**src/rtl/pipe_pkg.sv**
```systemverilog
//------------------------------------------------------------------------------
// pipe_pkg
// Shared pipeline types: ID/EX control and data bundles, datapath widths.
// Rev 1.0
//------------------------------------------------------------------------------
`default_nettype none

package pipe_pkg;

   localparam int XLEN       = 32;
   localparam int REG_ADDR_W = 5;

   typedef struct packed {
      logic       valid;
      logic       reg_write;
      logic       mem_write;
      logic       jump;
      logic       branch;
      logic       alu_src;
      logic       is_u_type;
      logic       alu_modifier;
      logic       mem_2_store;
      logic [1:0] result_src;
      logic [2:0] alu_control;
   } id_ex_ctrl_t;

   typedef struct packed {
      logic [XLEN-1:0]       rd1;
      logic [XLEN-1:0]       rd2;
      logic [XLEN-1:0]       imm_ext;
      logic [XLEN-1:0]       pc;
      logic [XLEN-1:0]       pc_plus4;
      logic [REG_ADDR_W-1:0] rs1;
      logic [REG_ADDR_W-1:0] rs2;
      logic [REG_ADDR_W-1:0] rd;
      logic [2:0]            funct3;
   } id_ex_data_t;

   localparam id_ex_ctrl_t ID_EX_CTRL_NOP = '0;

endpackage

`default_nettype wire

```
**src/rtl/id_ex_pipe_reg_if.sv**
```systemverilog
//------------------------------------------------------------------------------
// id_ex_pipe_reg_if
// ID-side inputs and EX-side outputs of the ID/EX pipeline register.
// Rev 1.0
//------------------------------------------------------------------------------
`default_nettype none

interface id_ex_pipe_reg_if;
   import pipe_pkg::*;

   logic                  StallE_i, FlushE_i, ValidD_i;
   logic                  RegWriteD_i, MemWriteD_i, JumpD_i, BranchD_i;
   logic                  ALUSrcD_i, Is_U_typeD_i, ALUModifierD_i, mem_2_storeD_i;
   logic [1:0]            ResultSrcD_i;
   logic [2:0]            ALUControlD_i, funct3D_i;
   logic [XLEN-1:0]       RD1D_i, RD2D_i, ImmExtD_i, PCD_i, PCPlus4D_i;
   logic [REG_ADDR_W-1:0] Rs1D_i, Rs2D_i, RdD_i;

   logic                  ValidE_o;
   logic                  RegWriteE_o, MemWriteE_o, JumpE_o, BranchE_o;
   logic                  ALUSrcE_o, Is_U_typeE_o, ALUModifierE_o, mem_2_storeE_o;
   logic [1:0]            ResultSrcE_o;
   logic [2:0]            ALUControlE_o, funct3E_o;
   logic [XLEN-1:0]       RD1E_o, RD2E_o, ImmExtE_o, PCE_o, PCPlus4E_o;
   logic [REG_ADDR_W-1:0] Rs1E_o, Rs2E_o, RdE_o;

   modport master (
      output StallE_i, FlushE_i, ValidD_i,
             RegWriteD_i, MemWriteD_i, JumpD_i, BranchD_i,
             ALUSrcD_i, Is_U_typeD_i, ALUModifierD_i, mem_2_storeD_i,
             ResultSrcD_i, ALUControlD_i, funct3D_i,
             RD1D_i, RD2D_i, ImmExtD_i, PCD_i, PCPlus4D_i,
             Rs1D_i, Rs2D_i, RdD_i,
      input  ValidE_o,
             RegWriteE_o, MemWriteE_o, JumpE_o, BranchE_o,
             ALUSrcE_o, Is_U_typeE_o, ALUModifierE_o, mem_2_storeE_o,
             ResultSrcE_o, ALUControlE_o, funct3E_o,
             RD1E_o, RD2E_o, ImmExtE_o, PCE_o, PCPlus4E_o,
             Rs1E_o, Rs2E_o, RdE_o
   );

   modport slave (
      input  StallE_i, FlushE_i, ValidD_i,
             RegWriteD_i, MemWriteD_i, JumpD_i, BranchD_i,
             ALUSrcD_i, Is_U_typeD_i, ALUModifierD_i, mem_2_storeD_i,
             ResultSrcD_i, ALUControlD_i, funct3D_i,
             RD1D_i, RD2D_i, ImmExtD_i, PCD_i, PCPlus4D_i,
             Rs1D_i, Rs2D_i, RdD_i,
      output ValidE_o,
             RegWriteE_o, MemWriteE_o, JumpE_o, BranchE_o,
             ALUSrcE_o, Is_U_typeE_o, ALUModifierE_o, mem_2_storeE_o,
             ResultSrcE_o, ALUControlE_o, funct3E_o,
             RD1E_o, RD2E_o, ImmExtE_o, PCE_o, PCPlus4E_o,
             Rs1E_o, Rs2E_o, RdE_o
   );

endinterface

`default_nettype wire

```
**src/rtl/pipe_reg_en_clr.sv**
```systemverilog
//------------------------------------------------------------------------------
// pipe_reg_en_clr
// Generic register: async active-low reset, synchronous clear over enable.
// Rev 1.0
//------------------------------------------------------------------------------
`default_nettype none

module pipe_reg_en_clr #(
   parameter int WIDTH = 1
) (
   input  logic             clk_i,
   input  logic             rst_ni,
   input  logic             en,
   input  logic             clr,
   input  logic [WIDTH-1:0] d,
   output logic [WIDTH-1:0] q
);

   always_ff @(posedge clk_i or negedge rst_ni) begin
      if (!rst_ni) begin
         q <= '0;
      end else if (clr) begin
         q <= '0;
      end else if (en) begin
         q <= d;
      end
   end

endmodule

`default_nettype wire

```
**src/rtl/id_ex_pipe_reg.sv**
```systemverilog
//------------------------------------------------------------------------------
// id_ex_pipe_reg
// ID/EX pipeline register with stall, flush and valid tracking.
// Optional bubble counter enabled by macro ID_EX_BUBBLE_CNT_EN.
// Rev 1.0
//------------------------------------------------------------------------------
`default_nettype none

module id_ex_pipe_reg
   import pipe_pkg::*;
(
   input  logic            clk_i,
   input  logic            rst_ni,
   id_ex_pipe_reg_if.slave bus
`ifdef ID_EX_BUBBLE_CNT_EN
   ,
   output logic [31:0]     BubbleCnt_o
`endif
);

   id_ex_ctrl_t ctrl_d, ctrl_q;
   id_ex_data_t data_d, data_q;
   logic        load_en;

   assign load_en = ~bus.StallE_i;

   // Side-effect bits are gated by ValidD so an empty ID slot can never write or redirect.
   always_comb begin
      ctrl_d              = ID_EX_CTRL_NOP;
      ctrl_d.valid        = bus.ValidD_i;
      ctrl_d.reg_write    = bus.RegWriteD_i    & bus.ValidD_i;
      ctrl_d.mem_write    = bus.MemWriteD_i    & bus.ValidD_i;
      ctrl_d.jump         = bus.JumpD_i        & bus.ValidD_i;
      ctrl_d.branch       = bus.BranchD_i      & bus.ValidD_i;
      ctrl_d.mem_2_store  = bus.mem_2_storeD_i & bus.ValidD_i;
      ctrl_d.alu_src      = bus.ALUSrcD_i;
      ctrl_d.is_u_type    = bus.Is_U_typeD_i;
      ctrl_d.alu_modifier = bus.ALUModifierD_i;
      ctrl_d.result_src   = bus.ResultSrcD_i;
      ctrl_d.alu_control  = bus.ALUControlD_i;
   end

   always_comb begin
      data_d          = '0;
      data_d.rd1      = bus.RD1D_i;
      data_d.rd2      = bus.RD2D_i;
      data_d.imm_ext  = bus.ImmExtD_i;
      data_d.pc       = bus.PCD_i;
      data_d.pc_plus4 = bus.PCPlus4D_i;
      data_d.rs1      = bus.Rs1D_i;
      data_d.rs2      = bus.Rs2D_i;
      data_d.rd       = bus.RdD_i;
      data_d.funct3   = bus.funct3D_i;
   end

   pipe_reg_en_clr #(.WIDTH($bits(id_ex_ctrl_t))) u_ctrl_reg (
      .clk_i  (clk_i),
      .rst_ni (rst_ni),
      .en     (load_en),
      .clr    (bus.FlushE_i),
      .d      (ctrl_d),
      .q      (ctrl_q)
   );

   pipe_reg_en_clr #(.WIDTH($bits(id_ex_data_t))) u_data_reg (
      .clk_i  (clk_i),
      .rst_ni (rst_ni),
      .en     (load_en),
      .clr    (bus.FlushE_i),
      .d      (data_d),
      .q      (data_q)
   );

   assign bus.ValidE_o       = ctrl_q.valid;
   assign bus.RegWriteE_o    = ctrl_q.reg_write;
   assign bus.MemWriteE_o    = ctrl_q.mem_write;
   assign bus.JumpE_o        = ctrl_q.jump;
   assign bus.BranchE_o      = ctrl_q.branch;
   assign bus.ALUSrcE_o      = ctrl_q.alu_src;
   assign bus.Is_U_typeE_o   = ctrl_q.is_u_type;
   assign bus.ALUModifierE_o = ctrl_q.alu_modifier;
   assign bus.mem_2_storeE_o = ctrl_q.mem_2_store;
   assign bus.ResultSrcE_o   = ctrl_q.result_src;
   assign bus.ALUControlE_o  = ctrl_q.alu_control;
   assign bus.RD1E_o         = data_q.rd1;
   assign bus.RD2E_o         = data_q.rd2;
   assign bus.ImmExtE_o      = data_q.imm_ext;
   assign bus.PCE_o          = data_q.pc;
   assign bus.PCPlus4E_o     = data_q.pc_plus4;
   assign bus.Rs1E_o         = data_q.rs1;
   assign bus.Rs2E_o         = data_q.rs2;
   assign bus.RdE_o          = data_q.rd;
   assign bus.funct3E_o      = data_q.funct3;

`ifdef ID_EX_BUBBLE_CNT_EN
   logic [31:0] bubble_cnt;
   logic        bubble_load;

   // A bubble enters EX on a flush, or on a non-stalled load of an empty ID slot.
   assign bubble_load = bus.FlushE_i | (~bus.StallE_i & ~bus.ValidD_i);

   always_ff @(posedge clk_i or negedge rst_ni) begin
      if (!rst_ni) begin
         bubble_cnt <= '0;
      end else if (bubble_load) begin
         bubble_cnt <= bubble_cnt + 32'd1;
      end
   end

   assign BubbleCnt_o = bubble_cnt;
`endif

endmodule

`default_nettype wire

```
**src/flat_wrapper.sv**
```systemverilog
// flat-port wrapper written by rule: the top's interface ports become plain ports
module id_ex_pipe_reg_flat import pipe_pkg::*;
  (clk_i, rst_ni, bus_StallE_i, bus_FlushE_i, bus_ValidD_i, bus_RegWriteD_i, bus_MemWriteD_i, bus_JumpD_i, bus_BranchD_i, bus_ALUSrcD_i, bus_Is_U_typeD_i, bus_ALUModifierD_i, bus_mem_2_storeD_i, bus_ResultSrcD_i, bus_ALUControlD_i, bus_funct3D_i, bus_RD1D_i, bus_RD2D_i, bus_ImmExtD_i, bus_PCD_i, bus_PCPlus4D_i, bus_Rs1D_i, bus_Rs2D_i, bus_RdD_i, bus_ValidE_o, bus_RegWriteE_o, bus_MemWriteE_o, bus_JumpE_o, bus_BranchE_o, bus_ALUSrcE_o, bus_Is_U_typeE_o, bus_ALUModifierE_o, bus_mem_2_storeE_o, bus_ResultSrcE_o, bus_ALUControlE_o, bus_funct3E_o, bus_RD1E_o, bus_RD2E_o, bus_ImmExtE_o, bus_PCE_o, bus_PCPlus4E_o, bus_Rs1E_o, bus_Rs2E_o, bus_RdE_o);
  id_ex_pipe_reg_if bus_i ();
  input  logic clk_i;
  input  logic rst_ni;
  input wire logic [$bits(bus_i.StallE_i)-1:0] bus_StallE_i;
  input wire logic [$bits(bus_i.FlushE_i)-1:0] bus_FlushE_i;
  input wire logic [$bits(bus_i.ValidD_i)-1:0] bus_ValidD_i;
  input wire logic [$bits(bus_i.RegWriteD_i)-1:0] bus_RegWriteD_i;
  input wire logic [$bits(bus_i.MemWriteD_i)-1:0] bus_MemWriteD_i;
  input wire logic [$bits(bus_i.JumpD_i)-1:0] bus_JumpD_i;
  input wire logic [$bits(bus_i.BranchD_i)-1:0] bus_BranchD_i;
  input wire logic [$bits(bus_i.ALUSrcD_i)-1:0] bus_ALUSrcD_i;
  input wire logic [$bits(bus_i.Is_U_typeD_i)-1:0] bus_Is_U_typeD_i;
  input wire logic [$bits(bus_i.ALUModifierD_i)-1:0] bus_ALUModifierD_i;
  input wire logic [$bits(bus_i.mem_2_storeD_i)-1:0] bus_mem_2_storeD_i;
  input wire logic [$bits(bus_i.ResultSrcD_i)-1:0] bus_ResultSrcD_i;
  input wire logic [$bits(bus_i.ALUControlD_i)-1:0] bus_ALUControlD_i;
  input wire logic [$bits(bus_i.funct3D_i)-1:0] bus_funct3D_i;
  input wire logic [$bits(bus_i.RD1D_i)-1:0] bus_RD1D_i;
  input wire logic [$bits(bus_i.RD2D_i)-1:0] bus_RD2D_i;
  input wire logic [$bits(bus_i.ImmExtD_i)-1:0] bus_ImmExtD_i;
  input wire logic [$bits(bus_i.PCD_i)-1:0] bus_PCD_i;
  input wire logic [$bits(bus_i.PCPlus4D_i)-1:0] bus_PCPlus4D_i;
  input wire logic [$bits(bus_i.Rs1D_i)-1:0] bus_Rs1D_i;
  input wire logic [$bits(bus_i.Rs2D_i)-1:0] bus_Rs2D_i;
  input wire logic [$bits(bus_i.RdD_i)-1:0] bus_RdD_i;
  output wire logic [$bits(bus_i.ValidE_o)-1:0] bus_ValidE_o;
  output wire logic [$bits(bus_i.RegWriteE_o)-1:0] bus_RegWriteE_o;
  output wire logic [$bits(bus_i.MemWriteE_o)-1:0] bus_MemWriteE_o;
  output wire logic [$bits(bus_i.JumpE_o)-1:0] bus_JumpE_o;
  output wire logic [$bits(bus_i.BranchE_o)-1:0] bus_BranchE_o;
  output wire logic [$bits(bus_i.ALUSrcE_o)-1:0] bus_ALUSrcE_o;
  output wire logic [$bits(bus_i.Is_U_typeE_o)-1:0] bus_Is_U_typeE_o;
  output wire logic [$bits(bus_i.ALUModifierE_o)-1:0] bus_ALUModifierE_o;
  output wire logic [$bits(bus_i.mem_2_storeE_o)-1:0] bus_mem_2_storeE_o;
  output wire logic [$bits(bus_i.ResultSrcE_o)-1:0] bus_ResultSrcE_o;
  output wire logic [$bits(bus_i.ALUControlE_o)-1:0] bus_ALUControlE_o;
  output wire logic [$bits(bus_i.funct3E_o)-1:0] bus_funct3E_o;
  output wire logic [$bits(bus_i.RD1E_o)-1:0] bus_RD1E_o;
  output wire logic [$bits(bus_i.RD2E_o)-1:0] bus_RD2E_o;
  output wire logic [$bits(bus_i.ImmExtE_o)-1:0] bus_ImmExtE_o;
  output wire logic [$bits(bus_i.PCE_o)-1:0] bus_PCE_o;
  output wire logic [$bits(bus_i.PCPlus4E_o)-1:0] bus_PCPlus4E_o;
  output wire logic [$bits(bus_i.Rs1E_o)-1:0] bus_Rs1E_o;
  output wire logic [$bits(bus_i.Rs2E_o)-1:0] bus_Rs2E_o;
  output wire logic [$bits(bus_i.RdE_o)-1:0] bus_RdE_o;
  assign bus_i.StallE_i = bus_StallE_i;
  assign bus_i.FlushE_i = bus_FlushE_i;
  assign bus_i.ValidD_i = bus_ValidD_i;
  assign bus_i.RegWriteD_i = bus_RegWriteD_i;
  assign bus_i.MemWriteD_i = bus_MemWriteD_i;
  assign bus_i.JumpD_i = bus_JumpD_i;
  assign bus_i.BranchD_i = bus_BranchD_i;
  assign bus_i.ALUSrcD_i = bus_ALUSrcD_i;
  assign bus_i.Is_U_typeD_i = bus_Is_U_typeD_i;
  assign bus_i.ALUModifierD_i = bus_ALUModifierD_i;
  assign bus_i.mem_2_storeD_i = bus_mem_2_storeD_i;
  assign bus_i.ResultSrcD_i = bus_ResultSrcD_i;
  assign bus_i.ALUControlD_i = bus_ALUControlD_i;
  assign bus_i.funct3D_i = bus_funct3D_i;
  assign bus_i.RD1D_i = bus_RD1D_i;
  assign bus_i.RD2D_i = bus_RD2D_i;
  assign bus_i.ImmExtD_i = bus_ImmExtD_i;
  assign bus_i.PCD_i = bus_PCD_i;
  assign bus_i.PCPlus4D_i = bus_PCPlus4D_i;
  assign bus_i.Rs1D_i = bus_Rs1D_i;
  assign bus_i.Rs2D_i = bus_Rs2D_i;
  assign bus_i.RdD_i = bus_RdD_i;
  assign bus_ValidE_o = bus_i.ValidE_o;
  assign bus_RegWriteE_o = bus_i.RegWriteE_o;
  assign bus_MemWriteE_o = bus_i.MemWriteE_o;
  assign bus_JumpE_o = bus_i.JumpE_o;
  assign bus_BranchE_o = bus_i.BranchE_o;
  assign bus_ALUSrcE_o = bus_i.ALUSrcE_o;
  assign bus_Is_U_typeE_o = bus_i.Is_U_typeE_o;
  assign bus_ALUModifierE_o = bus_i.ALUModifierE_o;
  assign bus_mem_2_storeE_o = bus_i.mem_2_storeE_o;
  assign bus_ResultSrcE_o = bus_i.ResultSrcE_o;
  assign bus_ALUControlE_o = bus_i.ALUControlE_o;
  assign bus_funct3E_o = bus_i.funct3E_o;
  assign bus_RD1E_o = bus_i.RD1E_o;
  assign bus_RD2E_o = bus_i.RD2E_o;
  assign bus_ImmExtE_o = bus_i.ImmExtE_o;
  assign bus_PCE_o = bus_i.PCE_o;
  assign bus_PCPlus4E_o = bus_i.PCPlus4E_o;
  assign bus_Rs1E_o = bus_i.Rs1E_o;
  assign bus_Rs2E_o = bus_i.Rs2E_o;
  assign bus_RdE_o = bus_i.RdE_o;
  id_ex_pipe_reg u_core (.clk_i(clk_i), .rst_ni(rst_ni), .bus(bus_i));
endmodule
```
**config.mk**
```make
export PLATFORM = sky130hd
export DESIGN_NAME = id_ex_pipe_reg_flat
export DESIGN_NICKNAME = d
export VERILOG_FILES = /design/src/rtl/pipe_pkg.sv /design/src/rtl/id_ex_pipe_reg_if.sv /design/src/rtl/pipe_reg_en_clr.sv /design/src/rtl/id_ex_pipe_reg.sv /design/src/flat_wrapper.sv
export SDC_FILE = /design/constraint.sdc
export NUM_CORES = 1
export LEC_CHECK = 0
export ABC_AREA = 1
export CAP_MARGIN = 20
export CORE_MARGIN = 3
export CORE_UTILIZATION = 35
export DETAILED_ROUTE_END_ITERATION = 8
export PLACE_DENSITY = 0.73
export SKIP_CTS_REPAIR_TIMING = 1
export SYNTH_ARGS = -nofsm -noshare
export SYNTH_HDL_FRONTEND = slang
export SYNTH_SLANG_ARGS = --single-unit
```
**constraint.sdc**
```tcl
create_clock -name clk_i -period 0.8 [get_ports clk_i]
set_input_delay 0.16 -clock clk_i [delete_from_list [all_inputs] [get_ports clk_i]]
set_output_delay 0.16 -clock clk_i [all_outputs]
set_load 0.005 [all_outputs]
```
==> run summary, run 1 <==
OUTCOME
-----------------------------------------------------------------------------------------------
Outcome                                                                            complete, but fails checks
Violations in the final reports                                                    negative setup slack

STA
-----------------------------------------------------------------------------------------------
Post-route setup slack                                                                -0.318 ns
Post-layout min period                                                                  1.12 ns
Setup repair after global routing missed its margin                                        true
Pins over their slew limit                                                                    0
Total setup violations reported at the end of the flow                                      193
Final worst clock skew                                                                     0 ns
Maximum achievable frequency                                                            894 MHz
Count of final hold-check violations                                                          0
Hold slack                                                                             0.191 ns
Headroom to the max-slew limit                                                            0.808
Crit share post-route                                                                      1.40
Transition time at the pin with the least slew margin                                  0.287 ns

PWR
-----------------------------------------------------------------------------------------------
Switching share of power                                                                  0.255
Proportion of power drawn by combinational gates                                          0.153
Worst supply voltage drop on vdd                                                        1.48 mV
Total power divided by cell area                                                    1840 mW/mm2
Switching power total                                                                 0.00573 W
Internal power                                                                         0.0167 W
Proportion of power drawn by the clock network                                            0.378
Sequential Power Share                                                                    0.469
Static leakage                                                                          6.90 nW

CRITICAL PATH
-----------------------------------------------------------------------------------------------
Reg-to-reg critical path endpoint                                                  u_core.u_data_reg.q[27]
Worst-case register-to-register setup slack                                            -0.05 ns
Type of element capturing the critical path                                        primary output
FF-to-FF Start                                                                     u_core.u_data_reg.q[27]
Worst Path Arrival                                                                      0.96 ns
Worst path cell trace                                                                  clkbuf_2
Depth of the most critical reg-to-reg path                                                    4
Largest incremental delay on the critical path                                          0.41 ns
Critical Setup Path Class                                                          register to primary output
Combined buffer and inverter count along the critical path                                    1
Slowest cell on the critical path                                                  sky130_fd_sc_hd__dfrtp_1
CP top delay family                                                                  flip-flops
Largest driver fanout on the critical path                                                    2
Type of element launching the critical path                                            register
Critical path required time                                                             0.64 ns

SYNTHESIS
-----------------------------------------------------------------------------------------------
Post-synthesis instance area                                                        0.00720 mm2
Count leader, synth                                                                sky130_fd_sc_hd__nand2_1
Sequential cell area fraction in the yosys report                                         0.667
Proportion of register bits with asynchronous set or reset after synthesis                 1.00
Area share of the largest cell type after synthesis                                       0.667
Mean Syn Cell Area                                                                     8.86 um2
Synthesized net count                                                                      1009
Post-synthesis cell type with the largest combined area                            sky130_fd_sc_hd__dfrtp_1
Largest cells by area after synthesis                                              sky130_fd_sc_hd__dfrtp_1 67%, sky130_fd_sc_hd__nand2_1 30%, sky130_fd_sc_hd__buf_2 2.5%
Number of warnings printed during yosys synthesis                                             0
Primary flip-flop cell chosen by synthesis mapping                                 sky130_fd_sc_hd__dfrtp_1
EDFF count, synth                                                                             0
Commonest cells in the netlist                                                     571 x sky130_fd_sc_hd__nand2_1, 192 x sky130_fd_sc_hd__dfrtp_1, 36 x sky130_fd_sc_hd__buf_2
Post-Syn Instances                                                                          813
Number of distinct library cells after synthesis                                              8
Total of flip-flops plus latches after synthesis                                            192

FLOORPLAN
-----------------------------------------------------------------------------------------------
Row count                                                                                    51
I/O pins                                                                                    388
Core Box Area                                                                        0.0198 mm2
Initial standard-cell utilization of the core                                             0.363
Die height                                                                               149 um
Die area                                                                             0.0223 mm2
Die width                                                                                149 um

PLACED DESIGN
-----------------------------------------------------------------------------------------------
Setup slack after placement                                                           -0.641 ns
Cells after DPL                                                                            1484
Sum of net half-perimeters after detailed placement                                     18.2 mm
# port buffers                                                                              387
Final weighted congestion in routability-driven placement                                 0.766

FINISH
-----------------------------------------------------------------------------------------------
Register Area                                                                       0.00480 mm2
Fillers                                                                                    1760
Area growth syn-to-layout                                                                 70.0%
Post-layout net count                                                                      1510
Fraction of layout cells with a size suffix above 1                                       0.283
Share of the core filled with cells                                                       0.617
Multi-input gate area                                                               0.00222 mm2
Final cell count without fillers                                                           1592

JOB
-----------------------------------------------------------------------------------------------
Maxcap violations                                                                             0

GLOBAL ROUTE
-----------------------------------------------------------------------------------------------
Initial antenna violation count                                                               1
GRT Resource Usage Total                                                                  0.209
GRT Residual Overflow                                                                         0
Met1 layer usage reported by global route                                                 0.248
Via count of the first global-routing pass                                                 6753
Met2 layer usage reported by global route                                                 0.354
Met3 capacity usage during global routing                                                0.0706
Layer carrying the most global-route usage                                                 met2
Largest net degree at the start of global routing                                            39
First-pass GRT wire length                                                              36.5 mm

CTS
-----------------------------------------------------------------------------------------------
Number of buffers on the longest clock path                                                   2
Number of buffers created by CTS                                                             17
Cell at the root of the clock tree                                                 sky130_fd_sc_hd__clkbuf_16
CTS tree                                                                                   done
Worst-skew pair later-pin latency                                                       0.42 ns
Number of H-tree branching levels                                                             4
TritonCTS Sinks                                                                             192
Clock input transition at the sequential cells of the worst setup and hold paths        0.08 ns

ROUTE
-----------------------------------------------------------------------------------------------
Avg WL per Cell                                                                         15.6 um
Vias per Instance                                                                          4.43
Count of antenna-violating nets left after detailed routing                                   0
Number of DRC markers after the initial detailed-route iteration                            234
Routed Wire Length                                                                      24.9 mm
Detailed-router iteration count before antenna repair                                         4
DR DRC count                                                                                  0
Total via count in the routed design                                                       7053

HOLD PATH
-----------------------------------------------------------------------------------------------
Hold Path Class                                                                    input pin to async pin

## registers in the layout (all words and copies together), names as in the netlist
name	cells
u_core.u_data_reg.q	178
u_core.u_ctrl_reg.q	14
## layout by cell type, fill, tap and decap left out
| cell type | instances |
|---|---|
| sky130_fd_sc_hd__inv_2 | 1 |
| sky130_fd_sc_hd__buf_6 | 11 |
| sky130_fd_sc_hd__diode_2 | 1 |
| sky130_fd_sc_hd__clkdlybuf4s50_1 | 192 |
| sky130_fd_sc_hd__inv_8 | 3 |
| sky130_fd_sc_hd__clkinv_4 | 3 |
| sky130_fd_sc_hd__buf_12 | 19 |
| sky130_fd_sc_hd__bufinv_16 | 1 |
| sky130_fd_sc_hd__nor2_4 | 2 |
| sky130_fd_sc_hd__buf_2 | 5 |
| sky130_fd_sc_hd__clkbuf_2 | 180 |
| sky130_fd_sc_hd__dlymetal6s2s_1 | 2 |
| sky130_fd_sc_hd__buf_8 | 1 |
| sky130_fd_sc_hd__nand3_1 | 5 |
| sky130_fd_sc_hd__clkbuf_16 | 19 |
| sky130_fd_sc_hd__clkinvlp_4 | 2 |
| sky130_fd_sc_hd__inv_6 | 3 |
| sky130_fd_sc_hd__clkinv_8 | 1 |
| sky130_fd_sc_hd__buf_4 | 110 |
| sky130_fd_sc_hd__nand2_1 | 559 |
| sky130_fd_sc_hd__nand2_2 | 12 |
| sky130_fd_sc_hd__dfrtp_1 | 192 |
| sky130_fd_sc_hd__dlygate4sd3_1 | 1 |
| sky130_fd_sc_hd__clkbuf_8 | 2 |
## power by group through the flow
stage	Sequential [W]	Combinational (W)	Clock, W
3_3_place_gp	0.0107	0.00360	0
5_1_grt	0.0106	0.00378	0.00906
4_1_cts	0.0105	0.00365	0.00866
3_5_place_dp	0.0107	0.00364	0
2_1_floorplan	0.0107	0.000722	0
6_report	0.0105	0.00345	0.00849
## per-layer routing
| layer | vias to the layer above | wire [um] |
|---|---|---|
| li1 | 3431 | - |
| met1 | 3291 | 9720 |
| met2 | 295 | 12300 |
| met3 | 36 | 2280 |
| met4 | 0 | 636 |
| met5 | - | 0 |
## cell type report
class                      count  area share
antenna                        1    0.000204
clock buffer                  18      0.0359
timing repair buffer         524       0.351
inverter                       1    0.000307
clock inverter                13      0.0121
sequential                   192       0.392
tap                          265      0.0271
multi-input combinational    578       0.181
## metrics by stage
stage / setup TNS [ns] / total power (W) / area [um2]
2_1_floorplan: -3.17 / 0.0115 / 7230
3_3_place_gp: -149.48 / 0.0143 / 11900
3_5_place_dp: -155.41 / 0.0144 / 11900
4_1_cts: -160.63 / 0.0229 / 12500
5_1_grt: -62.26 / 0.0234 / 12200
6_report: -54.59 / 0.0225 / 12200
## logic make-up (layout without fill, tap and decap cells)
logic type,count (synthesis),count (layout),share of synthesized area
buffers and inverters,43,556,0.0308
other,0,1,0
DFF,192,192,0.667
and+or+nand+nor,578,578,0.302
## worst max path at each step
stage                            startpoint                        to  slack (ns)  cells past startpoint
floorplan                      bus_FlushE_i  u_core.u_data_reg.q[100]       -0.02                      5
global placement               bus_FlushE_i    u_core.u_ctrl_reg.q[9]       -0.61                      6
detailed placement             bus_FlushE_i   u_core.u_data_reg.q[50]       -0.64                      6
CTS                 u_core.u_data_reg.q[24]         bus_PCPlus4E_o[6]       -0.75                      1
global route        u_core.u_data_reg.q[91]          bus_ImmExtE_o[9]       -0.36                      1
finish              u_core.u_data_reg.q[91]          bus_ImmExtE_o[9]       -0.32                      1
Note: power is estimated with default switching activity, not from simulation.
==> run 2, diff against run 1 <==
GPL_TIMING_DRIVEN = 0   (was default)
==> run summary, run 2 (synthesis results as in run 1) <==
STA
-----------------------------------------------------------------------------------------------
Setup repair after global routing missed its margin                                        true
Total setup violations reported at the end of the flow                                      192
Transition time at the pin with the least slew margin                                  0.591 ns
Post-route setup slack                                                                -0.318 ns
Maximum achievable frequency                                                            894 MHz
Headroom to the max-slew limit                                                            0.606
Hold slack                                                                            -0.340 ns
Final worst clock skew                                                                     0 ns
Post-layout min period                                                                  1.12 ns
Pins over their slew limit                                                                    0
Count of final hold-check violations                                                        101
Fin Setup TNS                                                                         -54.36 ns
Crit share post-route                                                                      1.40

CRITICAL PATH
-----------------------------------------------------------------------------------------------
Largest driver fanout on the critical path                                                    2
Critical path required time                                                             0.64 ns
Slowest cell on the critical path                                                  sky130_fd_sc_hd__dfrtp_1
Critical Setup Path Class                                                          register to primary output
Largest incremental delay on the critical path                                          0.39 ns
CP top delay family                                                                  flip-flops
Type of element launching the critical path                                            register
Worst Path Arrival                                                                      0.96 ns
Worst path cell trace                                                                     buf_2
Combined buffer and inverter count along the critical path                                    1
Type of element capturing the critical path                                        primary output

FINISH
-----------------------------------------------------------------------------------------------
Largest registers ranked by flip-flop count                                        u_core.u_data_reg.q (178), u_core.u_ctrl_reg.q (14)
Area growth syn-to-layout                                                                 63.7%
Post-layout net count                                                                      1494
Final design area excluding fillers                                                  0.0118 mm2
Register with the most flip-flops                                                  u_core.u_data_reg.q
Share of the core filled with cells                                                       0.594
Fraction of layout cells with a size suffix above 1                                       0.263
Most common cell after layout, fill and taps aside                                 sky130_fd_sc_hd__nand2_1
Commonest cells after routing, fill and taps aside                                 570 x sky130_fd_sc_hd__nand2_1, 192 x sky130_fd_sc_hd__clkdlybuf4s50_1, 192 x sky130_fd_sc_hd__dfrtp_1
Max reg flops                                                                               178

FLOORPLAN
-----------------------------------------------------------------------------------------------
I/O pins                                                                                    388
Die area                                                                             0.0223 mm2
Initial standard-cell utilization of the core                                             0.363
Die width                                                                                149 um
Die height                                                                               149 um
Row count                                                                                    51
Core Box Area                                                                        0.0198 mm2

CTS
-----------------------------------------------------------------------------------------------
TritonCTS Sinks                                                                             192
Clock input transition at the sequential cells of the worst setup and hold paths        0.07 ns
CTS tree                                                                                   done
Worst-skew pair later-pin latency                                                       0.42 ns
Cell at the root of the clock tree                                                 sky130_fd_sc_hd__clkbuf_16
Number of buffers created by CTS                                                             17
Number of buffers on the longest clock path                                                   2
Number of H-tree branching levels                                                             4

GLOBAL ROUTE
-----------------------------------------------------------------------------------------------
Largest net degree at the start of global routing                                           103
GRT Residual Overflow                                                                         0
Initial antenna violation count                                                               4
GRT Resource Usage Total                                                                  0.210
First-pass GRT wire length                                                              36.6 mm
Via count of the first global-routing pass                                                 6639

HOLD PATH
-----------------------------------------------------------------------------------------------
Hold Path Class                                                                    input pin to async pin

PLACED DESIGN
-----------------------------------------------------------------------------------------------
# port buffers                                                                              387
Post-detailed-placement cell area                                                    0.0115 mm2
Sum of net half-perimeters after detailed placement                                     18.2 mm
Setup slack after placement                                                           -0.793 ns
Final weighted congestion in routability-driven placement                                 0.790

PWR
-----------------------------------------------------------------------------------------------
Static leakage                                                                          6.71 nW
Total power divided by cell area                                                    1860 mW/mm2
Worst supply voltage drop on vdd                                                        1.30 mV

ROUTE
-----------------------------------------------------------------------------------------------
DR DRC count                                                                                  0
Total via count in the routed design                                                       6892
Number of DRC markers after the initial detailed-route iteration                            306
Vias per Instance                                                                          4.37
Detailed-router iteration count before antenna repair                                         4
Count of antenna-violating nets left after detailed routing                                   0
Routed Wire Length                                                                      24.9 mm
Avg WL per Cell                                                                         15.8 um

OUTCOME
-----------------------------------------------------------------------------------------------
Violations in the final reports                                                    negative hold slack, negative setup slack
Outcome                                                                            complete, but fails checks

JOB
-----------------------------------------------------------------------------------------------
Maxcap violations                                                                             0

run 2: cell types whose count changed in the layout (fill, tap and decap cells not counted), moves of 2 or more:
| cell | change |
|---|---|
| sky130_fd_sc_hd__buf_4 | -16 |
| sky130_fd_sc_hd__clkbuf_16 | -2 |
| sky130_fd_sc_hd__clkbuf_4 | +10 |
| sky130_fd_sc_hd__nand2_1 | +11 |
| sky130_fd_sc_hd__clkbuf_1 | +3 |
| sky130_fd_sc_hd__buf_2 | +8 |
| sky130_fd_sc_hd__nand2_2 | -11 |
| sky130_fd_sc_hd__inv_8 | -3 |
| sky130_fd_sc_hd__buf_12 | -18 |
| sky130_fd_sc_hd__clkinv_2 | +2 |
run 2: layer usage:
metal / up-vias / GRT usage / share of wire
met1: 3189 / 0.235 / 0.37
met2: 267 / 0.371 / 0.51
li1: 3408 / - / -
met4: 4 / 0.0531 / 0.013
met5: - / 0 / 0.00084
met3: 24 / 0.0906 / 0.11
run 2: stage by stage:
stage | total power, W | cells
floorplan | 0.0115 | 813
global placement | 0.0140 | 1465
detailed placement | 0.0141 | 1466
CTS | 0.0223 | 1497
global route | 0.0228 | 1577
finish | 0.0219 | 1577
run 2: final timing paths:
kind,from,endpoint,slack [ns],depth (start not counted)
max,u_core.u_data_reg.q[171],bus_RD1E_o[25],-0.32,1
min,rst_ni,u_core.u_data_reg.q[173],-0.34,1
max reg2reg,u_core.u_data_reg.q[19],u_core.u_data_reg.q[19],0.05,3
min reg2reg,u_core.u_data_reg.q[150],u_core.u_data_reg.q[150],0.47,2
max in group asynchronous,rst_ni,u_core.u_data_reg.q[156],0.27,2
min in group clk_i,bus_RD1D_i[16],u_core.u_data_reg.q[162],0.26,3
run 2: final cells by class:
cell class	instances	area (um2)
Timing Repair Buffer	466	3590
Inverter	1	3.75
Clock inverter	11	106
Antenna cell	2	5.00
Clock buffer	20	447
Buffer	42	312
Fill cell	1764	8050
Multi-Input combinational cell	578	2190
Sequential cell	192	4800
Tap cell	265	332
run 2: report_power, final:
part	internal [W]	leakage, nW	switching, W	total [W]
logic	0.00182	3.89	0.00139	0.00320
clock network	0.00439	0.263	0.00376	0.00815
registers	0.0102	2.56	0.000288	0.0105
total	0.0164	6.71	0.00543	0.0219
==> run 3, diff against run 2 <==
SETUP_SLACK_MARGIN = 0.3   (was default)
==> run summary, run 3 (synthesis results as in run 1) <==
GLOBAL ROUTE
-----------------------------------------------------------------------------------------------
Via count of the first global-routing pass                                                 6683
GRT Resource Usage Total                                                                  0.209
Initial antenna violation count                                                               0
First-pass GRT wire length                                                              36.2 mm
Largest net degree at the start of global routing                                           115
GRT Residual Overflow                                                                         0

FINISH
-----------------------------------------------------------------------------------------------
Count of inserted antenna diode cells                                                         0
Fraction of layout cells with a size suffix above 1                                       0.299
Area growth syn-to-layout                                                                 72.2%
Register with the most flip-flops                                                  u_core.u_data_reg.q
Largest registers ranked by flip-flop count                                        u_core.u_data_reg.q (178), u_core.u_ctrl_reg.q (14)
Post-layout net count                                                                      1496
Most common cell after layout, fill and taps aside                                 sky130_fd_sc_hd__nand2_1
Commonest cells after routing, fill and taps aside                                 531 x sky130_fd_sc_hd__nand2_1, 192 x sky130_fd_sc_hd__clkdlybuf4s50_1, 192 x sky130_fd_sc_hd__dfrtp_1
Fillers                                                                                    1713
Final cell count without fillers                                                           1578
Max reg flops                                                                               178

FLOORPLAN
-----------------------------------------------------------------------------------------------
Die height                                                                               149 um
Row count                                                                                    51
Die width                                                                                149 um
Core Box Area                                                                        0.0198 mm2
Initial standard-cell utilization of the core                                             0.363
I/O pins                                                                                    388
Die area                                                                             0.0223 mm2

ROUTE
-----------------------------------------------------------------------------------------------
Count of antenna-violating nets left after detailed routing                                   0
Avg WL per Cell                                                                         16.1 um
Total via count in the routed design                                                       6893
Routed Wire Length                                                                      25.4 mm
DR DRC count                                                                                  0
Number of DRC markers after the initial detailed-route iteration                            280
Vias per Instance                                                                          4.37
Detailed-router iteration count before antenna repair                                         4

CTS
-----------------------------------------------------------------------------------------------
Clock input transition at the sequential cells of the worst setup and hold paths        0.08 ns
CTS tree                                                                                   done
Cell at the root of the clock tree                                                 sky130_fd_sc_hd__clkbuf_16
TritonCTS Sinks                                                                             192
Number of buffers created by CTS                                                             17
Worst-skew pair later-pin latency                                                       0.43 ns
Number of buffers on the longest clock path                                                   2
Number of H-tree branching levels                                                             4

STA
-----------------------------------------------------------------------------------------------
Post-layout min period                                                                  1.13 ns
Count of final hold-check violations                                                        113
Headroom to the max-slew limit                                                            0.611
Transition time at the pin with the least slew margin                                  0.584 ns
Total setup violations reported at the end of the flow                                      193
Hold slack                                                                            -0.342 ns
Pins over their slew limit                                                                    0
Maximum achievable frequency                                                            882 MHz
Setup repair after global routing missed its margin                                        true
Post-route setup slack                                                                -0.333 ns
Final worst clock skew                                                                     0 ns
Crit share post-route                                                                      1.42

CRITICAL PATH
-----------------------------------------------------------------------------------------------
Worst Path Arrival                                                                      0.97 ns
Worst path cell trace                                                                  clkbuf_2
Type of element capturing the critical path                                        primary output
FF-to-FF Start                                                                     u_core.u_data_reg.q[25]
Largest driver fanout on the critical path                                                    2
Depth of the most critical reg-to-reg path                                                    4
Largest incremental delay on the critical path                                          0.41 ns
CP top delay family                                                                  flip-flops
Worst setup path startpoint                                                        u_core.u_data_reg.q[161]
Reg-to-reg critical path endpoint                                                  u_core.u_data_reg.q[25]
Critical path required time                                                             0.64 ns
Type of element launching the critical path                                            register
Slowest cell on the critical path                                                  sky130_fd_sc_hd__dfrtp_1
Worst-case register-to-register setup slack                                                0 ns
Combined buffer and inverter count along the critical path                                    1
Critical Setup Path Class                                                          register to primary output

PLACED DESIGN
-----------------------------------------------------------------------------------------------
Sum of net half-perimeters after detailed placement                                     17.7 mm
# port buffers                                                                              387
Setup slack after placement                                                           -0.783 ns
Final weighted congestion in routability-driven placement                                 0.784
Cells after DPL                                                                            1466

PWR
-----------------------------------------------------------------------------------------------
Static leakage                                                                          6.88 nW
Total power divided by cell area                                                    1790 mW/mm2
Worst supply voltage drop on vdd                                                        1.39 mV

OUTCOME
-----------------------------------------------------------------------------------------------
Outcome                                                                            complete, but fails checks
Violations in the final reports                                                    negative hold slack, negative setup slack

HOLD PATH
-----------------------------------------------------------------------------------------------
Hold Path Class                                                                    input pin to async pin

JOB
-----------------------------------------------------------------------------------------------
Maxcap violations                                                                             0

-- run 3: changes by cell type in the layout (fill, tap and decap cells not counted), moves of 10 or more --
cell,before,now
sky130_fd_sc_hd__nand2_1,570,531
sky130_fd_sc_hd__nand2_2,1,40
sky130_fd_sc_hd__clkbuf_16,17,29
sky130_fd_sc_hd__buf_4,94,50
sky130_fd_sc_hd__buf_6,12,50
sky130_fd_sc_hd__buf_2,13,3
-- run 3: area by class of cell --
class	instances	area [um2]	share of cell area
Timing Repair Buffer	468	3940	0.317
Inverter	1	11.3	0.000908
Sequential cell	192	4800	0.387
Multi-Input combinational cell	578	2300	0.185
Clock inverter	11	98.8	0.00797
Tap cell	265	332	0.0267
Clock buffer	21	450	0.0363
Buffer	42	470	0.0379
-- run 3: report_power, final --
part           internal [W]  switching [W]  leakage (nW)  total (W)
clock               0.00417        0.00393         0.257    0.00810
sequential           0.0102       0.000305          2.56     0.0105
combinational       0.00207        0.00148          4.07    0.00355
total                0.0165        0.00572          6.88     0.0222
-- run 3: metrics by stage --
| step | hold WS, ns | total power (W) | utilization | instance area, um2 | setup TNS [ns] |
|---|---|---|---|---|---|
| CTS | -0.180 | 0.0223 | 0.615 | 12200 | -184.14 |
| global placement | 0.453 | 0.0141 | 0.586 | 11600 | -1842.65 |
| detailed placement | 0.290 | 0.0142 | 0.587 | 11700 | -220.35 |
| floorplan | -0.136 | 0.0116 | - | 7410 | 0 |
| finish | -0.342 | 0.0222 | 0.625 | 12400 | -55.95 |
| global route | -0.310 | 0.0232 | 0.625 | 12400 | -64.68 |
-- run 3: routing by layer --
metal | part of all wire | track usage | vias up | routed length, um
met1 | 0.38 | 0.237 | 3164 | 9650
met5 | 0 | 0 | - | 0
met3 | 0.099 | 0.0912 | 41 | 2510
li1 | - | - | 3415 | -
met4 | 0.024 | 0.0586 | 0 | 600
met2 | 0.50 | 0.362 | 273 | 12700
-- run 3: worst max path at each step --
stage | slack [ns] | endpoint | depth (start not counted)
2_1_floorplan | 0.06 | u_core.u_ctrl_reg.q[0] | 6
3_3_place_gp | -8.70 | u_core.u_data_reg.q[16] | 1
3_5_place_dp | -0.78 | u_core.u_data_reg.q[32] | 7
4_1_cts | -0.76 | bus_RD1E_o[26] | 1
5_1_grt | -0.38 | bus_PCPlus4E_o[8] | 1
6_report | -0.33 | bus_RD1E_o[15] | 1
